<file path="src/rtl/memlcd_spi_engine_pkg.sv">
// Shared definitions for the memory-LCD serial engine.
//   - cmd_mode encodings, mode-bit positions inside the 8-bit mode field
//   - top-level state enum
//   - DUMMY_BITS: width of the per-line dummy field and the trailer
//   - max3: helper used to size the shared shift register
package memlcd_pkg;

    localparam logic [1:0] MODE_UPDATE = 2'd0;
    localparam logic [1:0] MODE_CLEAR  = 2'd1;
    localparam logic [1:0] MODE_VCOM   = 2'd2;
    localparam logic [1:0] MODE_RSVD   = 2'd3;

    localparam int unsigned M0_BIT = 0;
    localparam int unsigned M1_BIT = 1;
    localparam int unsigned M2_BIT = 2;

    localparam int unsigned DUMMY_BITS = 8;

    typedef enum logic [3:0] {
        ST_IDLE,
        ST_SETUP,
        ST_MODE,
        ST_ADDR,
        ST_DATA,
        ST_LDUMMY,
        ST_TRAIL,
        ST_HOLD,
        ST_GAP
    } state_e;

    function automatic int unsigned max3(input int unsigned a, input int unsigned b,
                                         input int unsigned c);
        int unsigned m;
        m = (a > b) ? a : b;
        return (m > c) ? m : c;
    endfunction

endpackage

</file>
<file path="src/rtl/memlcd_spi_engine_bit_shifter.sv">
// Serial bit shifter for the memory-LCD engine.
// Shifts a group of up to W bits, LSB first. Each bit lasts 2*CLK_DIV clk
// cycles: si changes as sclk falls (start of low phase), sclk rises after
// CLK_DIV cycles. When no new group is started the shifter parks sclk low.
// Ports:
//   clk, rst   system clock, async active-high reset
//   load_i     request to start a new group when ready_o is high
//   stall_i    data for the requested group is absent; hold sclk low
//   word_i     group bits (bit 0 first)
//   nbits_i    number of bits in the group (1..W)
//   ready_o    a new group may start this cycle (idle, or last cycle of last bit)
//   sclk_o     serial clock
//   si_o       serial data
module memlcd_bit_shifter
    import memlcd_pkg::*;
#(
    parameter int unsigned W       = 16,
    parameter int unsigned CLK_DIV = 4,
    parameter int unsigned CNT_W   = 5
) (
    input  logic             clk,
    input  logic             rst,
    input  logic             load_i,
    input  logic             stall_i,
    input  logic [W-1:0]     word_i,
    input  logic [CNT_W-1:0] nbits_i,
    output logic             ready_o,
    output logic             sclk_o,
    output logic             si_o
);

    localparam int unsigned DIV_W = (CLK_DIV > 1) ? $clog2(CLK_DIV) : 1;

    logic [DIV_W-1:0] div_q;
    logic             phase_q;
    logic             active_q;
    logic             sclk_q;
    logic             si_q;
    logic [W-1:0]     sh_q;
    logic [CNT_W-1:0] bits_q;
    logic             half_end;
    logic             start;

    assign half_end = (div_q == DIV_W'(CLK_DIV - 1));
    // Ready on the final cycle of the last bit so the next group starts
    // seamlessly on the same edge that drops sclk.
    assign ready_o  = !active_q || (phase_q && half_end && (bits_q == CNT_W'(1)));
    assign start    = ready_o && load_i && !stall_i;

    always_ff @(posedge clk or posedge rst) begin
        if (rst) begin
            div_q    <= '0;
            phase_q  <= 1'b0;
            active_q <= 1'b0;
            sclk_q   <= 1'b0;
            si_q     <= 1'b0;
            sh_q     <= '0;
            bits_q   <= '0;
        end else if (start) begin
            sh_q     <= word_i >> 1;
            si_q     <= word_i[0];
            bits_q   <= nbits_i;
            div_q    <= '0;
            phase_q  <= 1'b0;
            sclk_q   <= 1'b0;
            active_q <= 1'b1;
        end else if (active_q) begin
            if (half_end) begin
                div_q <= '0;
                if (!phase_q) begin
                    phase_q <= 1'b1;
                    sclk_q  <= 1'b1;
                end else begin
                    phase_q <= 1'b0;
                    sclk_q  <= 1'b0;
                    if (bits_q == CNT_W'(1)) begin
                        active_q <= 1'b0;
                    end else begin
                        si_q   <= sh_q[0];
                        sh_q   <= sh_q >> 1;
                        bits_q <= bits_q - CNT_W'(1);
                    end
                end
            end else begin
                div_q <= div_q + DIV_W'(1);
            end
        end
    end

    assign sclk_o = sclk_q;
    assign si_o   = si_q;

endmodule

</file>
<file path="src/rtl/memlcd_spi_engine.sv">
// Sharp-style memory-LCD serial engine.
// Frame: MODE(8) { ADDR(ADDR_W) DATA(LINE_PIXELS) DUMMY(8) }* TRAIL(8),
// framed by chip select with SETUP_CYC lead-in and HOLD_CYC hold/gap.
// Ports:
//   clk, rst                     system clock, async active-high reset
//   cmd_valid/cmd_ready          command handshake (ready only in IDLE)
//   cmd_mode                     0 UPDATE, 1 CLEAR, 2/3 VCOM only
//   cmd_vcom                     VCOM level (mode bit M1)
//   cmd_start_line/num_lines     first line (1-based) and count for UPDATE
//   pix_data/pix_valid/pix_ready pixel word stream, bit 0 shifted first
//   busy                         command in progress
//   underrun                     one-cycle pulse when a pixel word is late
//   lcd_sclk/lcd_si/lcd_scs      panel pins
module memlcd_spi_engine
    import memlcd_pkg::*;
#(
    parameter int unsigned LINE_PIXELS = 336,
    parameter int unsigned NUM_LINES   = 240,
    parameter int unsigned ADDR_W      = 8,
    parameter int unsigned DATA_W      = 16,
    parameter int unsigned CLK_DIV     = 4,
    parameter int unsigned SETUP_CYC   = 8,
    parameter int unsigned HOLD_CYC    = 8
) (
    input  logic              clk,
    input  logic              rst,
    input  logic              cmd_valid,
    output logic              cmd_ready,
    input  logic [1:0]        cmd_mode,
    input  logic              cmd_vcom,
    input  logic [ADDR_W-1:0] cmd_start_line,
    input  logic [ADDR_W-1:0] cmd_num_lines,
    input  logic [DATA_W-1:0] pix_data,
    input  logic              pix_valid,
    output logic              pix_ready,
    output logic              busy,
    output logic              underrun,
    output logic              lcd_sclk,
    output logic              lcd_si,
    output logic              lcd_scs
);

    localparam int unsigned WORDS = LINE_PIXELS / DATA_W;
    localparam int unsigned SH_W  = max3(DATA_W, ADDR_W, DUMMY_BITS);
    localparam int unsigned NB_W  = $clog2(SH_W + 1);
    localparam int unsigned WL_W  = $clog2(WORDS + 1);

    state_e            state_q;
    logic [15:0]       cnt_q;
    logic              is_update_q, is_clear_q, vcom_q;
    logic [ADDR_W-1:0] addr_q, lines_left_q;
    logic [WL_W-1:0]   words_left_q;
    logic              scs_q, busy_q, rdy_q, underrun_q, stalled_q;

    logic              sh_load, sh_stall, sh_ready;
    logic [SH_W-1:0]   sh_word;
    logic [NB_W-1:0]   sh_nbits;
    logic [7:0]        mode_bits;
    logic [ADDR_W-1:0] next_addr, start_fix;
    logic              need_word, has_lines;

    assign next_addr = (addr_q >= ADDR_W'(NUM_LINES)) ? ADDR_W'(1) : addr_q + ADDR_W'(1);
    assign start_fix = ((cmd_start_line == '0) || (cmd_start_line > ADDR_W'(NUM_LINES)))
                       ? ADDR_W'(1) : cmd_start_line;
    assign has_lines = is_update_q && (lines_left_q != '0);
    // A pixel word is due at the end of the address field and at every
    // word boundary inside the line; while stalled the shifter is idle,
    // so sh_ready stays high and the request persists.
    assign need_word = sh_ready && ((state_q == ST_ADDR) ||
                                    ((state_q == ST_DATA) && (words_left_q != '0)));
    assign pix_ready = need_word && pix_valid;

    always_comb begin
        mode_bits         = '0;
        mode_bits[M0_BIT] = is_update_q;
        mode_bits[M1_BIT] = vcom_q;
        mode_bits[M2_BIT] = is_clear_q;
    end

    always_comb begin
        sh_load  = 1'b0;
        sh_stall = 1'b0;
        sh_word  = '0;
        sh_nbits = NB_W'(DUMMY_BITS);
        unique case (state_q)
            ST_SETUP: begin
                if (cnt_q == 16'(SETUP_CYC - 1)) begin
                    sh_load = 1'b1;
                    sh_word = SH_W'(mode_bits);
                end
            end
            ST_MODE: begin
                if (sh_ready) begin
                    sh_load = 1'b1;
                    if (has_lines) begin
                        sh_word  = SH_W'(addr_q);
                        sh_nbits = NB_W'(ADDR_W);
                    end
                end
            end
            ST_ADDR, ST_DATA: begin
                if (need_word) begin
                    sh_load  = 1'b1;
                    sh_stall = !pix_valid;
                    sh_word  = SH_W'(pix_data);
                    sh_nbits = NB_W'(DATA_W);
                end else if (state_q == ST_DATA && sh_ready) begin
                    sh_load = 1'b1;
                end
            end
            ST_LDUMMY: begin
                if (sh_ready) begin
                    sh_load = 1'b1;
                    if (lines_left_q != ADDR_W'(1)) begin
                        sh_word  = SH_W'(next_addr);
                        sh_nbits = NB_W'(ADDR_W);
                    end
                end
            end
            default: ;
        endcase
    end

    always_ff @(posedge clk or posedge rst) begin
        if (rst) begin
            state_q      <= ST_IDLE;
            cnt_q        <= '0;
            is_update_q  <= 1'b0;
            is_clear_q   <= 1'b0;
            vcom_q       <= 1'b0;
            addr_q       <= '0;
            lines_left_q <= '0;
            words_left_q <= '0;
            scs_q        <= 1'b0;
            busy_q       <= 1'b0;
            rdy_q        <= 1'b1;
            underrun_q   <= 1'b0;
            stalled_q    <= 1'b0;
        end else begin
            underrun_q <= 1'b0;
            unique case (state_q)
                ST_IDLE: begin
                    if (cmd_valid) begin
                        is_update_q  <= (cmd_mode == MODE_UPDATE);
                        is_clear_q   <= (cmd_mode == MODE_CLEAR);
                        vcom_q       <= cmd_vcom;
                        addr_q       <= start_fix;
                        lines_left_q <= cmd_num_lines;
                        cnt_q        <= '0;
                        scs_q        <= 1'b1;
                        busy_q       <= 1'b1;
                        rdy_q        <= 1'b0;
                        state_q      <= ST_SETUP;
                    end
                end
                ST_SETUP: begin
                    if (cnt_q == 16'(SETUP_CYC - 1)) state_q <= ST_MODE;
                    else                             cnt_q   <= cnt_q + 16'd1;
                end
                ST_MODE: begin
                    if (sh_ready) state_q <= has_lines ? ST_ADDR : ST_TRAIL;
                end
                ST_ADDR, ST_DATA: begin
                    if (need_word) begin
                        if (pix_valid) begin
                            stalled_q <= 1'b0;
                            if (state_q == ST_ADDR) begin
                                words_left_q <= WL_W'(WORDS - 1);
                                state_q      <= ST_DATA;
                            end else begin
                                words_left_q <= words_left_q - WL_W'(1);
                            end
                        end else begin
                            stalled_q  <= 1'b1;
                            underrun_q <= !stalled_q;
                        end
                    end else if (state_q == ST_DATA && sh_ready) begin
                        state_q <= ST_LDUMMY;
                    end
                end
                ST_LDUMMY: begin
                    if (sh_ready) begin
                        if (lines_left_q == ADDR_W'(1)) begin
                            state_q <= ST_TRAIL;
                        end else begin
                            lines_left_q <= lines_left_q - ADDR_W'(1);
                            addr_q       <= next_addr;
                            state_q      <= ST_ADDR;
                        end
                    end
                end
                ST_TRAIL: begin
                    if (sh_ready) begin
                        cnt_q   <= '0;
                        state_q <= ST_HOLD;
                    end
                end
                ST_HOLD: begin
                    if (cnt_q == 16'(HOLD_CYC - 1)) begin
                        scs_q   <= 1'b0;
                        cnt_q   <= '0;
                        state_q <= ST_GAP;
                    end else begin
                        cnt_q <= cnt_q + 16'd1;
                    end
                end
                ST_GAP: begin
                    if (cnt_q == 16'(HOLD_CYC - 1)) begin
                        busy_q  <= 1'b0;
                        rdy_q   <= 1'b1;
                        state_q <= ST_IDLE;
                    end else begin
                        cnt_q <= cnt_q + 16'd1;
                    end
                end
                default: state_q <= ST_IDLE;
            endcase
        end
    end

    memlcd_bit_shifter #(
        .W       (SH_W),
        .CLK_DIV (CLK_DIV),
        .CNT_W   (NB_W)
    ) u_shifter (
        .clk     (clk),
        .rst     (rst),
        .load_i  (sh_load),
        .stall_i (sh_stall),
        .word_i  (sh_word),
        .nbits_i (sh_nbits),
        .ready_o (sh_ready),
        .sclk_o  (lcd_sclk),
        .si_o    (lcd_si)
    );

    assign lcd_scs   = scs_q;
    assign busy      = busy_q;
    assign cmd_ready = rdy_q;
    assign underrun  = underrun_q;

endmodule

</file>
<file path="config.mk">
export PLATFORM = sky130hd
export DESIGN_NAME = memlcd_spi_engine
export DESIGN_NICKNAME = d
export VERILOG_FILES = /design/src/rtl/memlcd_spi_engine_pkg.sv /design/src/rtl/memlcd_spi_engine_bit_shifter.sv /design/src/rtl/memlcd_spi_engine.sv
export SDC_FILE = /design/constraint.sdc
export NUM_CORES = 1
export LEC_CHECK = 0
export BUFFER_PORTS_ARGS = -buffer_cell sky130_fd_sc_hd__buf_4
export CAP_MARGIN = 20
export CELL_PAD_IN_SITES_DETAIL_PLACEMENT = 0
export CELL_PAD_IN_SITES_GLOBAL_PLACEMENT = 1
export CORE_MARGIN = 2
export CORE_UTILIZATION = 26
export DETAILED_ROUTE_END_ITERATION = 6
export PLACE_DENSITY = 0.55
export SLEW_MARGIN = 5
export SYNTH_ARGS = -nofsm -noshare
export SYNTH_HDL_FRONTEND = slang
export SYNTH_HIERARCHICAL = 1
export SYNTH_SLANG_ARGS = --single-unit
export TNS_END_PERCENT = 1
</file>
<file path="constraint.sdc">
create_clock -name clk -period 3.81 [get_ports clk]
set_input_delay 0.762 -clock clk [delete_from_list [all_inputs] [get_ports clk]]
set_output_delay 0.762 -clock clk [all_outputs]
set_load 0.005 [all_outputs]
</file>
==> results.md <==
- Synth area leaders: dfrtp_1, inv_1, nor2_1, a221oi_1, o21ai_0
- Final Max Slew Viols: 0
- Actual slew at the worst max-slew pin: 0.937 ns
- Kind of cell adding the most delay to the critical path: simple AND/OR/NAND/NOR gates
- CTS sink count: 74
- Global route overflow: 0
- Async S/R FF share, synth: 1.00
- Most common cell after layout, fill and taps aside: dfrtp_1
- Final Setup Violations: 0
- Peak Freq: 0.285 GHz
- Met2 WL: 5790 µm
- Top-area cell type share of the netlist area: 0.401
- Initial antenna violation count: 0
- Synth warnings: 6
- Antenna diodes: 0
- Met3 WL: roughly 440 µm
- Gpl congestion: 0.786
- IO Port Bufs: between 40 and 50
- Status: finished, final reports clean
- Clk root buf: clkbuf_16
- Quantity of gates resized following cts: 0
- Commonest non-fill, non-tap cells in the layout: dfrtp_1, buf_4, inv_1, nor2_1, nand2_1
- DRT Pass-1 Iters: 5
- I/O pins: 46
- Synth area leader: dfrtp_1
- Share of layout cells above drive strength 1: 0.155
- Post-synth EDFFs: 0
- Final setup skew: 0.0124 ns
- Slowest CP cell: or4b_4
- CP cell instances: inv_1, ha_1, or4b_4, o21ai_4, inv_1, nor2_1, buf_4, nand3_1, inv_1, buf_4
- Worst Setup SP: u_shifter/bits_q[1]
- Post-CTS Setup Bufs: 0
- DR vias/cell: between 5 and 6
- 1st-iter DRT viols: 260
- TritonCTS Buffers: 9
- Drc violations: 0
- Final wirelength: 12500 µm
- Via count: 4111
- Tot Pwr: 3.03 mW
- DR top layer: met4
- Clock slew at reported path FFs: 0.06 ns
- Synthesized area: between 4000 and 5000 µm²
- Final period util: 0.920
- Worst-skew pair later-pin latency: 0.34 ns
- Static leakage: 2.33 nW
- WL/cell: 15.6 µm
- Worst Setup Path Type: reg2out
- Synth cell types: 72
- Worst hold margin: 0.431 ns
- Fin crit period: between 3 and 4 ns
- Non-filler cells, final: 801
- Clock Path Buffers: 2
- Hold WC Path Type: in2async
- TritonCTS clock tree: done
- Power per cell area: ~550 nW/µm²
- Die Wd: 136 µm
- Critical Path Fanout Max: 12
- RSZ-0062 raised after global routing: no
- CTS Hold Bufs: 0
- R2R Path Start: u_shifter/bits_q[1]
- Final net count: 620
- Yosys reg bits: 74
- Arr. time, crit path: about 2.7 ns
- All-Layer GR Usage: 0.142
- Final ANT Viol Nets: 0
- Post-Route M1 WL: slightly above 6000 µm
- Max Cap Violations: 0
- First-pass GRT wire length: between 20000 and 25000 µm
- Register area share after synthesis: 0.407
- Max VDD drop: between 0.0002 and 0.00025 V
- Setup TNS: 0 ns
- Worst Path Buf+Inv: 5
- Layout area overhead: 20.0%
- Inst Count DP: 784
- DP Wirelength: 8960 µm
- Largest stage delay on the critical path: about 0.55 ns
- Initial Utilization: 0.264
- Utilization after layout: 0.317
- FP Rows: 48
- # H-tree levels: 3
- Core area: 17200 µm²
- Post-synthesis average cell area: 8.60 µm²
- Critical Path Source Type: register
- Hold Vio Cnt, Final: 0
- Largest net degree at the start of global routing: 31
- Post-Syn Instances: 530
- Vias in the first global route: roughly 4000
- Die ar.: 18600 µm²
- Worst path most repeated cell: inv_1
- Height of the die: approximately 140 µm
- Required @ worst endpoint: between 3 and 4 ns
- Main synth FF type: dfrtp_1
- Relative slew slack: 0.373
- Filler Cells Inserted: between 1500 and 2000
- CP endpoint kind: output pin
## power by group
part | total (mW) | internal, mW | switching [mW]
clock network | 0.966 | 0.636 | 0.329
logic | 0.952 | 0.379 | 0.573
registers | 1.11 | 0.914 | 0.195
## logic make-up (layout without fill, tap and decap cells)
group | Yosys count | in the layout | share of synthesized area
AOI/OAI and AO/OA | 149 | 149 | 0.232
xor gates and xnor gates | 7 | 7 | 0.0135
adders and majority gates | 10 | 10 | 0.0274
buffers and inverters | 78 | 121 | 0.0744
DFF | 74 | 74 | 0.407
muxes | 6 | 6 | 0.0140
other | 1 | 4 | 0.000823
and+or+nand+nor | 205 | 205 | 0.231
## synth_stat cells (all sizes together), types with 3 or more instances
| cell | instances |
|---|---|
| xor2 | 3 |
| dfrtp | 73 |
| nand2b | 6 |
| a22o | 6 |
| clkbuf | 19 |
| a22oi | 5 |
| buf | 9 |
| a221o | 3 |
| o211ai | 4 |
| inv | 50 |
| a32oi | 3 |
| a31oi | 7 |
| nor4 | 5 |
| a2bb2oi | 3 |
| mux2 | 3 |
| and2 | 5 |
| o21a | 3 |
| a221oi | 20 |
| nand3 | 23 |
| o22ai | 4 |
| nor3 | 13 |
| or2 | 3 |
| a21oi | 31 |
| nand2 | 43 |
| or3 | 14 |
| nor2b | 4 |
| o31ai | 7 |
| nor2 | 48 |
| o21ai | 36 |
| mux2i | 3 |
| ha | 10 |
| and3 | 13 |
| or4 | 7 |
| nand4 | 12 |
| xnor2 | 4 |
## state kept, by name, indices dropped and copies added (netlist names), 2 cells and up
signal / cells
cnt_q: 16
u_shifter/sh_q: 15
addr_q: 8
lines_left_q: 8
u_shifter/bits_q: 5
words_left_q: 5
state_q: 4
u_shifter/div_q: 2
## worst paths after layout
path | endpoint | slack, ns | cells after the start
setup / recovery | pix_ready | 0.30 | 10
hold / removal | u_shifter/sh_q[10] | 0.43 | 2
setup reg to reg | u_shifter/bits_q[1] | 0.52 | 13
hold reg to reg | underrun | 0.45 | 1
max in group asynchronous | cmd_ready | 2.45 | 3
min in group clk | underrun | 0.45 | 1
## per-stage QoR
| stage | instance area [µm²] | setup slack [ns] |
|---|---|---|
| after floorplan | 4570 | 0.922 |
| after global placement | 5110 | 0.703 |
| after detailed placement | 5110 | 0.568 |
| after CTS | 5440 | 0.301 |
| after global routing | 5470 | 0.0977 |
| final | 5470 | 0.303 |
## metal layers
layer / vias up / global-route usage
li1: 2024 / -
met2: 75 / 0.222
met1: 2005 / 0.199
met3: 7 / 0.0309
met5: - / 0
met4: 0 / 0.0365
## area by class of cell
type | instances | area, µm² | share of cell area
clock buffers | 10 | 229 | 0.0418
clock inverters | 6 | 105 | 0.0192
inverters | 50 | 188 | 0.0343
multi-input cells | 381 | 2380 | 0.435
flip-flops and latches | 74 | 1850 | 0.339
well taps | 225 | 282 | 0.0515
repair buffers | 55 | 433 | 0.0791
(Power assumes the default switching activity.)
